==> src/rtl/fini_detect_pipe.sv <==
// fini_detect_pipe: two-stage pipelined replicated-AND fault detector.
// Computes N = K+1 redundant copies of a W-bit AND, flags any disagreement
// between copies, and latches a sticky ALARM state with a saturating error
// counter. Data outputs are zeroed while ALARM is (or is about to be) active.
// Optional build macro: FINI_MAJORITY_CORRECT_EN. When defined and N is odd
// and >= 3, port_c carries the bitwise majority vote replicated into every
// copy, and mismatches are counted and flagged without raising ALARM.
module fini_detect_pipe #(
   parameter int W         = 1,
   parameter int K         = 2,
   parameter int ERR_CNT_W = 8
) (
   input  logic                   clk,
   input  logic                   rst,
   input  logic                   in_valid,
   input  logic [(K+1)*W-1:0]     port_a,
   input  logic [(K+1)*W-1:0]     port_b,
   input  logic                   err_clear,
   output logic                   out_valid,
   output logic [(K+1)*W-1:0]     port_c,
   output logic                   port_errorFlag,
   output logic                   alarm,
   output logic [ERR_CNT_W-1:0]   err_count
);

   localparam int N  = K + 1;
   localparam int NW = N * W;

`ifdef FINI_MAJORITY_CORRECT_EN
   // Odd copy counts can never tie on a bit, so every disagreement is correctable.
   localparam bit MAJ_EN = ((N % 2) == 1) && (N >= 3);
`else
   localparam bit MAJ_EN = 1'b0;
`endif

   typedef enum logic {RUN = 1'b0, ALARM = 1'b1} state_t;

   // Saturating increment: holds at all-ones instead of wrapping.
   function automatic logic [ERR_CNT_W-1:0] sat_inc(input logic [ERR_CNT_W-1:0] v);
      if (&v) return v;
      return v + 1'b1;
   endfunction

`ifdef FINI_MAJORITY_CORRECT_EN
   // Bitwise strict-majority vote across the N copies.
   function automatic logic [W-1:0] maj_vote(input logic [NW-1:0] p);
      logic [W-1:0] res;
      int           cnt;
      res = '0;
      for (int j = 0; j < W; j++) begin
         cnt = 0;
         for (int i = 0; i < N; i++) begin
            if (p[i*W + j]) cnt++;
         end
         res[j] = ((2 * cnt) > N);
      end
      return res;
   endfunction
`endif

   logic [NW-1:0]        prod_p1_q;
   logic                 vld_p1_q;

   state_t               state_q, state_d;
   logic [ERR_CNT_W-1:0] err_cnt_q, err_cnt_d;
   logic                 out_valid_q, out_valid_d;
   logic [NW-1:0]        port_c_q, port_c_d;
   logic                 flag_q, flag_d;

   logic                 mism;
   logic                 mism_beat;
   logic                 raise;
   logic [NW-1:0]        c_src;

   // ---- stage 1: per-copy AND products and their valid bit
   always_ff @(posedge clk) begin
      prod_p1_q <= port_a & port_b;
      if (rst) vld_p1_q <= 1'b0;
      else     vld_p1_q <= in_valid;
   end

   // ---- stage 2: consistency check of copies 1..K against copy 0
   always_comb begin
      mism = 1'b0;
      for (int i = 1; i <= K; i++) begin
         if (prod_p1_q[i*W +: W] != prod_p1_q[0 +: W]) mism = 1'b1;
      end
      mism_beat = vld_p1_q & mism;
      // With majority correction on odd N, no bit can be left without a majority.
      raise     = mism_beat & ~MAJ_EN;
   end

   // Select the data presented on port_c: raw products or the replicated vote.
   always_comb begin
      c_src = prod_p1_q;
`ifdef FINI_MAJORITY_CORRECT_EN
      if (MAJ_EN) c_src = {N{maj_vote(prod_p1_q)}};
`endif
   end

   // Alarm FSM next state, error counter and output beat formation.
   always_comb begin
      state_d     = state_q;
      err_cnt_d   = err_clear ? '0 : err_cnt_q;
      out_valid_d = vld_p1_q;
      flag_d      = mism_beat;
      port_c_d    = '0;

      case (state_q)
         RUN:     if (raise) state_d = ALARM;
         ALARM:   if (err_clear && !raise) state_d = RUN;
         default: state_d = RUN;
      endcase

      // Clear first, then count, so a simultaneous clear and error leaves 1.
      if (mism_beat) err_cnt_d = sat_inc(err_cnt_d);

      if (vld_p1_q && (state_d == RUN)) port_c_d = c_src;
   end

   // Output and control registers; reset discards any beat in flight.
   always_ff @(posedge clk) begin
      if (rst) begin
         state_q     <= RUN;
         err_cnt_q   <= '0;
         out_valid_q <= 1'b0;
         port_c_q    <= '0;
         flag_q      <= 1'b0;
      end else begin
         state_q     <= state_d;
         err_cnt_q   <= err_cnt_d;
         out_valid_q <= out_valid_d;
         port_c_q    <= port_c_d;
         flag_q      <= flag_d;
      end
   end

   assign out_valid      = out_valid_q;
   assign port_c         = port_c_q;
   assign port_errorFlag = flag_q;
   assign alarm          = (state_q == ALARM);
   assign err_count      = err_cnt_q;

endmodule

==> config.mk <==
export PLATFORM = sky130hd
export DESIGN_NAME = fini_detect_pipe
export DESIGN_NICKNAME = d
export VERILOG_FILES = /design/src/rtl/fini_detect_pipe.sv
export SDC_FILE = /design/constraint.sdc
export NUM_CORES = 1
export LEC_CHECK = 0
export CAP_MARGIN = 20
export CORE_MARGIN = 1
export CORE_UTILIZATION = 38
export DETAILED_ROUTE_END_ITERATION = 8
export GPL_TIMING_DRIVEN = 1
export PLACE_DENSITY_LB_ADDON = 0.1
export REMOVE_ABC_BUFFERS = 1
export SKIP_CTS_REPAIR_TIMING = 1
export SLEW_MARGIN = 20
export SYNTH_ARGS = -nofsm -noshare
export SYNTH_HDL_FRONTEND = slang
export SYNTH_SLANG_ARGS = --single-unit
export TNS_END_PERCENT = 20
==> constraint.sdc <==
create_clock -name clk -period 1.2 [get_ports clk]
set_input_delay 0.18 -clock clk [delete_from_list [all_inputs] [get_ports clk]]
set_output_delay 0.18 -clock clk [all_outputs]
set_load 0.005 [all_outputs]
* Yosys cells after proc, flatten, opt, wreduce, memory -nomap -nowiden
Index checks and enable logic that the tools add are counted.
** Storage, ports and cells
- Word-level logic and storage cells :: 31
- Register bits after elaboration :: 18
- Bits of input ports :: 10
- Output and inout port bits :: 14
** Cells by class
- Equal/unequal tests :: 2
- Muxes and demuxes :: 11
- $add $sub $neg :: 1
- Bitwise gates (word level) :: 5
- Reductions and logical operators :: 5
** Operators by type and width (count)
- 8-bit two-way mux :: 4
- 8-bit by 1-bit adder with 8-bit output (second input constant) :: 1
- 8-bit AND reduction :: 1
- 1-bit two-way mux :: 6
- 3-bit AND :: 1
- 1-bit inverter :: 3
- 1-bit logical AND :: 2
- 1-bit inequality test :: 2
- 1-bit one-hot mux with 2 select lines :: 1
- 2-bit OR reduction :: 1
- 1-bit AND :: 1
- 1-bit logical NOT :: 1

* Logic depth before layout (Yosys ltp)
Gate-level depths: netlist of run 1.
- Depth after elaboration :: 12
- Gate-level depth with buffers :: 5

* Least setup slack after synthesis of run 1
Ideal clock, no wire load.
- Path type :: reg2reg
- Start :: reg prod_p1_q[0], in the netlist c_src[0]
- End :: reg err_cnt_q[3], in the netlist err_count[3]
- Stages on the path, launching flop included :: 6
- Arrival :: 1.229 ns
- Period minus slack after synthesis :: 1.355 ns
- Setup slack :: -0.155 ns
- Cell sequence :: dfxtp_1 -> or3_4 -> and3_4 -> buf_6 -> a41oi_1 -> nor3_1
** Between the ends
- Cells in the longest elaborated chain, start to end :: 5
- Elaborated cells between the ends (all ways) :: 6
** RTL lines
- start, declared :: RTL line 61 : logic [NW-1:0] prod_p1_q;
- start signal, assigned :: RTL line 77 : prod_p1_q <= port_a & port_b;
- 1-bit inequality test :: RTL line 86 : if (prod_p1_q[i*W +: W] != prod_p1_q[0 +: W]) mism = 1'b1;
- 1-bit two-way mux :: RTL line 86
- 1-bit two-way mux * :: RTL line 86
- 1-bit AND * :: RTL line 88 : mism_beat = vld_p1_q & mism;
- 8-bit two-way mux * :: RTL line 116 : if (mism_beat) err_cnt_d = sat_inc(err_cnt_d);
- end signal, assigned :: RTL line 131 : err_cnt_q <= err_cnt_d;
- end, declared :: RTL line 65 : logic [ERR_CNT_W-1:0] err_cnt_q, err_cnt_d;
Every way passes the cells marked *; elsewhere a longest branch is shown, timed or not.
A chain may end at the register's enable or synchronous reset.

* Worst setup path after layout of run 1
- Start :: reg state_q, in the netlist alarm
- End :: out alarm
** RTL lines
- start, declared :: RTL line 64 : state_t state_q, state_d;
- start signal, assigned :: RTL line 130 : state_q <= state_d;
- end, declared :: RTL line 22 : output logic alarm,
No word-level cell between the ends.

==> metrics list, run 1 <==
- Outcome: complete, but fails checks
* Failing checks: setup timing
- Count of endpoints failing setup in the final report: 13
- Reported leakage power: 0.637 nW
- The number of clock buffers added by TritonCTS is 3.
* Worst skew pair latency: 0.28 ns
- Cells traversed along the worst timing path: clkdlybuf4s50_1
- Clock tree synthesis found a total of 18 sinks.
- Shortest period the worst path allows: 1.32 ns
- Total I/O pin count: 24
* Leading area contributor after synthesis: sky130_fd_sc_hd__dfxtp_1
- Number of distinct library cells after synthesis: 24
* Number of design-rule violations left by the first detailed-router iteration: 9
- For this configuration, the core starts out at a cell density of 42.5%.
- Max-cap violations in this run came to 0.
- Max_slew headroom: 81.7%
- Crit path arrival time: 1.14 ns
* Post-detailed-route DRC marker count: 0
- Dominant combinational cell family by area after synthesis: simple AND/OR/NAND/NOR gates
* Routability congestion estimate: 0.782
- Compound-cell area share of the yosys netlist: 13.2%
- Placement-stage cell area: 973 µm²
- Pre-Repair DR Iteration Count: 6
- The die is 44.0 µm wide.
- Tot GR Track Use: 12.5%
- Among all flip-flop cells after synthesis, the most frequent one is sky130_fd_sc_hd__dfxtp_1.
- STA classifies the critical path endpoint as a primary output.
* Critical path's slowest cell: sky130_fd_sc_hd__clkdlybuf4s50_1
* Mux cell area share after synthesis: 0%
* Die height: 44.0 µm
- The die covers 0.00194 mm².
- H-tree levels: 1
- After clock tree synthesis, the clock-pin slew on the worst setup and hold paths is 0.10 ns.
* Endpoints failing hold: 0
- TritonCTS clock tree: done
* Final critical-path share of the clock period: 110%
- Highest clock frequency the design can meet: 759 MHz
* Transition time of the tightest slew-check pin: 0.272 ns
- The final count of pins violating max slew is 0.
- Summing the areas of all fa, ha and maj instances in the mapped netlist gives 0% of the synthesized area.
* Most numerous cell in the Yosys netlist: sky130_fd_sc_hd__dfxtp_1
- Total non-filler cell area in the finished layout: 0.00109 mm²
- Kind of cell with the highest combined delay on the critical path: buffers and inverters
- No sink is reached through more buffers than the 2 on the longest clock path.
- Worst vdd rail ir drop: 0.000591 V
- The worst setup path is launched from a flop.
- Number of antenna repair diodes: 0
* Commonest cells post-synth: sky130_fd_sc_hd__dfxtp_1, sky130_fd_sc_hd__nor3_1, sky130_fd_sc_hd__and3_1
- Critical Path RT: 1.02 ns
* Sequential element share of the synthesized area: 53.7%
- Simple-Gate Fraction of Synth Area: 29.7%
- For this run, the post-layout net count is 112.
- Detailed placement ended at an HPWL of 891 µm.
* RSZ-0062 raised after global routing: true
- Fraction of synthesis flops using an asynchronous set or reset pin: 0%
- Buffering stage count on the worst path with inverters included: 1
* Setup ws final: -0.118 ns
* Clock tree skew after final layout: 0.00496 ns
* Cell count after synthesis: 67
- For this design the ratio of total power to cell area is 987 mW/mm².
* Number of port buffers: 23
- Number of enable flip-flop cells after synthesis: 0
* Total via count after detailed routing: 608
- Top cells by area in the synthesized netlist: sky130_fd_sc_hd__dfxtp_1, sky130_fd_sc_hd__and3_1, sky130_fd_sc_hd__nor3_1
- Worst reg2reg setup slack: -0.11 ns
- Dividing the detail-routed via count by the number of cells gives 5.20.
- The largest single stage delay on the critical path is 0.50 ns.
- The via count of the first global-routing pass came to 448.
* Growth of design area from synthesis to finish: 62.9%
- The number of antenna violations at the first check in global routing was 0.
- Fraction of final layout cells with drive strength greater than 1: 32.7%
- The completed layout was analyzed and its total power is 1.08 mW.
* Netlist area before placement: 671 µm²
* CP Max Fanout: 2
- The critical path is of the reg2out type.
- In this run the remaining antenna-violating nets after routing total 0.
- Global-route congestion overflow total: 0
* Area share of the largest cell type after synthesis: 53.7%
- Core box area: 0.00158 mm²
- First-pass GRT wire length: 1.77 mm
- Average detailed-routed wire length per instance: 11.3 µm
- The tree is rooted in a sky130_fd_sc_hd__clkbuf_4.
* Synthesis warning total: 0
- The min-delay analysis places its worst path in the category in2reg.
* Parity-gate share of the synthesized area counting xor and xnor cells: 0%
- Pin count of the biggest net entering global routing: 11
- Averaged over all synthesized cells, the footprint is 10.0 µm².
* Register bit count reported by yosys: 18
* Number of placement rows: 14
- Total Wirelength: 1.33 mm
## cells in the final DEF (no fill, tap or decap), drive strengths merged
cell and instances:
dfxtp 18, a41oi 1, nand2 4, and2 4, a211oi 4, and4b 1, buf 9, a31oi 3
a21oi 4, nand4 1, nand3 2, nor3 6, or2 1, or3 1, nor2b 2, nor2 2
clkbuf 4, inv 2, and4 1, dlymetal6s2s 13, clkdlybuf4s50 10, nor4 1, and3 7
## kinds of logic after synthesis
group | after synthesis
AOI/OAI and AO/OA | 12
buffers and inverters | 4
DFF | 18
and+or+nand+nor | 33
## worst reg2reg max path, delay by kind of cell (launching register included)
| family | cells | cell delay [ns] |
|---|---|---|
| flops | 1 | 0.32 |
| compound gates | 1 | 0.19 |
| simple gates | 3 | 0.69 |
## cell type report
cell class | instances | area (µm²)
sequential | 18 | 373
fill | 141 | 484
clock buffer | 4 | 36.3
multi-input combinational | 45 | 325
inverter | 2 | 7.51
tap | 16 | 20.0
timing repair buffer | 32 | 330
## power breakdown
part	internal [mW]	total, mW	switching (mW)
Combinational	0.0644	0.102	0.0378
Sequential	0.610	0.617	0.00726
Clock	0.184	0.359	0.175
## registers in the layout (all words and copies together) (netlist names)
| signal | count |
|---|---|
| alarm | 1 |
| c_src | 3 |
| err_count | 8 |
| out_valid | 1 |
| out_valid_d | 1 |
| port_c | 3 |
| port_errorFlag | 1 |
## path summary, 6_finish.rpt
path / from / end / depth (start not counted)
min: in_valid / out_valid_d / 2
max reg2reg: c_src[0] / err_count[3] / 4
max: alarm / alarm / 1
min reg2reg: alarm / alarm / 2
## metal layers
metal	GRT usage (%)	up-vias	routed length, µm
met4	5.45	0	19
met5	0	-	0
li1	-	316	-
met2	18.8	25	594
met1	16.8	263	622
met3	3.67	4	90
## stage by stage
stage | hold slack, ns | setup TNS (ns) | instances | util [%] | setup WS [ns]
after floorplan | 0.252 | -0.157 | 65 | - | -0.0648
after global placement | 0.515 | -1.72 | 113 | 61.7 | -0.270
after detailed placement | 0.529 | -1.82 | 113 | 61.7 | -0.315
after CTS | 0.450 | -2.82 | 117 | 64.0 | -0.241
after global routing | 0.450 | -1.56 | 117 | 69.3 | -0.168
final | 0.448 | -0.845 | 117 | 69.3 | -0.118
Note: power is estimated with default switching activity, not from simulation.
==> run 2, diff against run 1 <==
==> constraint.sdc (replaced) <==
create_clock -name clk -period 1.2 [get_ports clk]
set_input_delay 0.18 -clock clk [delete_from_list [all_inputs] [get_ports clk]]
set_output_delay 0.18 -clock clk [all_outputs]
set_load 0.05 [all_outputs]
==> metrics list, run 2 (synthesis gave the netlist of run 1 again) <==
* Outcome: complete, but fails checks (unchanged)
- Failing checks: setup timing (unchanged)
- The areal power density over the cells was 952 mW/mm² (was 987 mW/mm²).
- Post-detailed-route DRC marker count: 0 (unchanged)
- Type of the tightest min-delay check: in2reg (unchanged)
- The largest fanout on the critical path is 4 (was 2).
* Setup ws final: -0.0962 ns (was -0.118 ns)
- The final worst hold slack came to 0.447 ns (was 0.448 ns).
- The via count of the first global-routing pass was 641 (was 448).
- The uppermost layer routed is met4 (unchanged).
- The number of hold violations in the final report is 0 (unchanged).
- Number of design-rule violations left by the first detailed-router iteration: 9 (unchanged)
- The number of iterations in the first detailed-routing pass came to 6 (unchanged).
- The CTS clock-pin slew for the worst setup and hold paths was 0.10 ns (about the same).
* Worst vdd rail ir drop: 0.000947 V (was 0.000591 V)
* Effective utilization at floorplan: 42.5% (unchanged)
* Transition time of the tightest slew-check pin: 0.288 ns (was 0.272 ns)
- Placement-stage cell area: 0.00114 mm² (was 973 µm²)
- Die height: 44.0 µm (unchanged)
- Routability congestion estimate: 0.797 (was 0.782)
* TritonCTS clock tree: done (unchanged)
- M1 WL: 617 µm (was 622 µm)
- The remaining max-slew budget at the tightest pin was 80.6% (was 81.7%).
- Number of placement rows: 14 (unchanged)
- Critical Path RT: 1.37 ns (was 1.02 ns)
- Post-route non-filler standard cell count: 120 (was 117)
* Final critical-path share of the clock period: 108% (was 110%)
- The proportion of total power due to net switching came to 22.2% (was 20.4%).
* Path type of the worst setup path: reg2reg (was reg2out)
- Highest clock frequency the design can meet: 771 MHz (was 759 MHz)
* Vias per Instance: 5.24 (was 5.20)
* Total Wirelength: 1.41 mm (was 1.33 mm)
* Sequential power share: 55.2% (was 57.2%)
* FILL cells: 118 (was 141)
- The final count of pins violating max slew is 0 (unchanged).
- The count of H-tree levels built during CTS was 1 (unchanged).
* Pin count of the biggest net entering global routing: 11 (unchanged)
* Reported leakage power: 0.478 nW (was 0.637 nW)
- The final core utilization came to 75.2% (was 69.3%).
* Cells traversed along the worst timing path: and4_2, nand4_1, nor3_1, a211oi_1 (was clkdlybuf4s50_1)
- The total number of vias is 629 (was 608).
- P_int: 878 µW (was 859 µW)
* Max-cap violations: 0 (unchanged)
* Number of port buffers: 23 (unchanged)
* Crit path largest cell delay: 0.34 ns (was 0.50 ns)
- Met3 routed WL: 68 µm (was 90 µm)
- Cell at the root of the clock tree: sky130_fd_sc_hd__clkbuf_4 (unchanged)
* Initial antenna violation count: 0 (unchanged)
* Total non-filler cell area in the finished layout: 0.00119 mm² (was 0.00109 mm²)
* Clock share of power: 32.0% (was 33.3%)
* Die ar.: 0.00194 mm² (unchanged)
* Tot GR Track Use: 17.2% (was 12.5%)
* Total met2 wirelength after detailed routing: 711 µm (was 594 µm)
- Number of antenna repair diodes: 0 (unchanged)
- The first-pass GRT wire length is 2.47 mm (was 1.77 mm).
- Die Span X: 44.0 µm (unchanged)
- Worst skew pair latency: 0.29 ns (was 0.28 ns)
- The arrival time reported for the critical path endpoint was 1.47 ns (was 1.14 ns).
- The routed wire length per instance was 11.8 µm (was 11.3 µm).
- NetSw: 251 µW (was 220 µW)
- The placed wire-length estimate is 1.12 mm (was 891 µm).
* Global-route congestion overflow total: 0 (unchanged)
- Number of sinks driven by the clock tree: 18 (unchanged)
- The number of nets in the layout was 115 (was 112).
- Clk buf depth: 2 (unchanged)
- Number of cells in the design after placement: 116 (was 113)
- The clock buffer count from CTS came to 3 (unchanged).
* Most common cell after layout, fill and taps aside: sky130_fd_sc_hd__dfxtp_1 (was sky130_fd_sc_hd__dlymetal6s2s_1)
- The launching element type of the critical path is a flop (unchanged).
- The endpoint class of the critical path is a flop (was primary output).
- The relative area change from synthesis to final layout is 76.9% (was 62.9%).
- Count of endpoints failing setup in the final report: 11 (was 13)
- The minimum period implied by the final worst setup slack is 1.30 ns (was 1.32 ns).
- The proportion of power drawn by combinational gates is 12.8% (was 9.5%).
* RSZ-0062 raised after global routing: true (unchanged)
- Total I/O pin count: 24 (unchanged)
- The core box area is 0.00158 mm² (unchanged).
* Worst reg2reg setup slack: -0.1 ns (was -0.11 ns)
* Top library cells by usage in the layout, fill and taps aside: sky130_fd_sc_hd__dfxtp_1, sky130_fd_sc_hd__buf_12, sky130_fd_sc_hd__buf_4 (was sky130_fd_sc_hd__dlymetal6s2s_1, sky130_fd_sc_hd__dfxtp_1, sky130_fd_sc_hd__clkdlybuf4s50_1)
- Final antenna-violating net count: 0 (unchanged)
- The fraction of final layout cells with drive strength greater than 1 is 36.5% (was 32.7%).
- Clock tree skew after final layout: 0.00743 ns (was 0.00496 ns)
* Flip-flop count of the largest register after layout: 8 (unchanged)
* Overall Power: 1.13 mW (was 1.08 mW)
* Critical path's slowest cell: sky130_fd_sc_hd__dfxtp_1 (was sky130_fd_sc_hd__clkdlybuf4s50_1)
run 2: per-layer routing:
metal  up-vias  global-route usage, %
met5         -                      0
met4         0                   7.27
met3         2                   4.08
met2        21                   31.8
met1       284                   18.6
li1        322                      -
run 2: power by group through the flow:
stage / Combinational (mW) / Clock, mW / Sequential [mW]
final: 0.144 / 0.362 / 0.623
after global routing: 0.154 / 0.402 / 0.626
after CTS: 0.144 / 0.367 / 0.623
after detailed placement: 0.144 / 0 / 0.637
after global placement: 0.141 / 0 / 0.636
after floorplan: 0.0345 / 0 / 0.661
run 2: metrics by stage:
stage | TNS [ns] | setup WS [ns]
2_1_floorplan | -2.22 | -0.363
3_3_place_gp | -1.68 | -0.266
3_5_place_dp | -2.11 | -0.347
4_1_cts | -0.921 | -0.159
5_1_grt | -1.33 | -0.162
6_report | -0.708 | -0.0962
run 2: final cells by class:
cell class,instances,area [µm²],share of cell area [%]
sequential,18,360,30.4
tap,16,20.0,1.69
timing repair buffer,35,460,38.8
multi-input combinational,45,302,25.4
inverter,2,7.51,0.633
clock buffer,4,36.3,3.06
run 2: final timing paths:
check	from	endpoint	cells after the start
worst min register to register	out_valid_d	err_count[0]	2
worst min-delay path	port_b[0]	c_src[0]	2
worst max register to register	err_count[0]	err_count[5]	4
worst max-delay path	err_count[0]	err_count[5]	4
run 2: worst max-delay path: cells and delay by family (launching register included):
kind | cells | cell delay, ns
AOI/OAI and AO/OA | 1 | 0.12
DFF | 1 | 0.34
and+or+nand+nor | 3 | 0.72
==> run 3, diff against run 2 <==
--- a/config.mk
+++ b/config.mk
@@ -5,6 +5,7 @@
 export SDC_FILE = /design/constraint.sdc
 export NUM_CORES = 1
 export LEC_CHECK = 0
+export ABC_CLOCK_PERIOD_IN_PS = 1200
 export CAP_MARGIN = 20
 export CORE_MARGIN = 1
 export CORE_UTILIZATION = 38
==> results of run 3 <==
The final DEF is identical to that of run 2; final timing and power are the same.
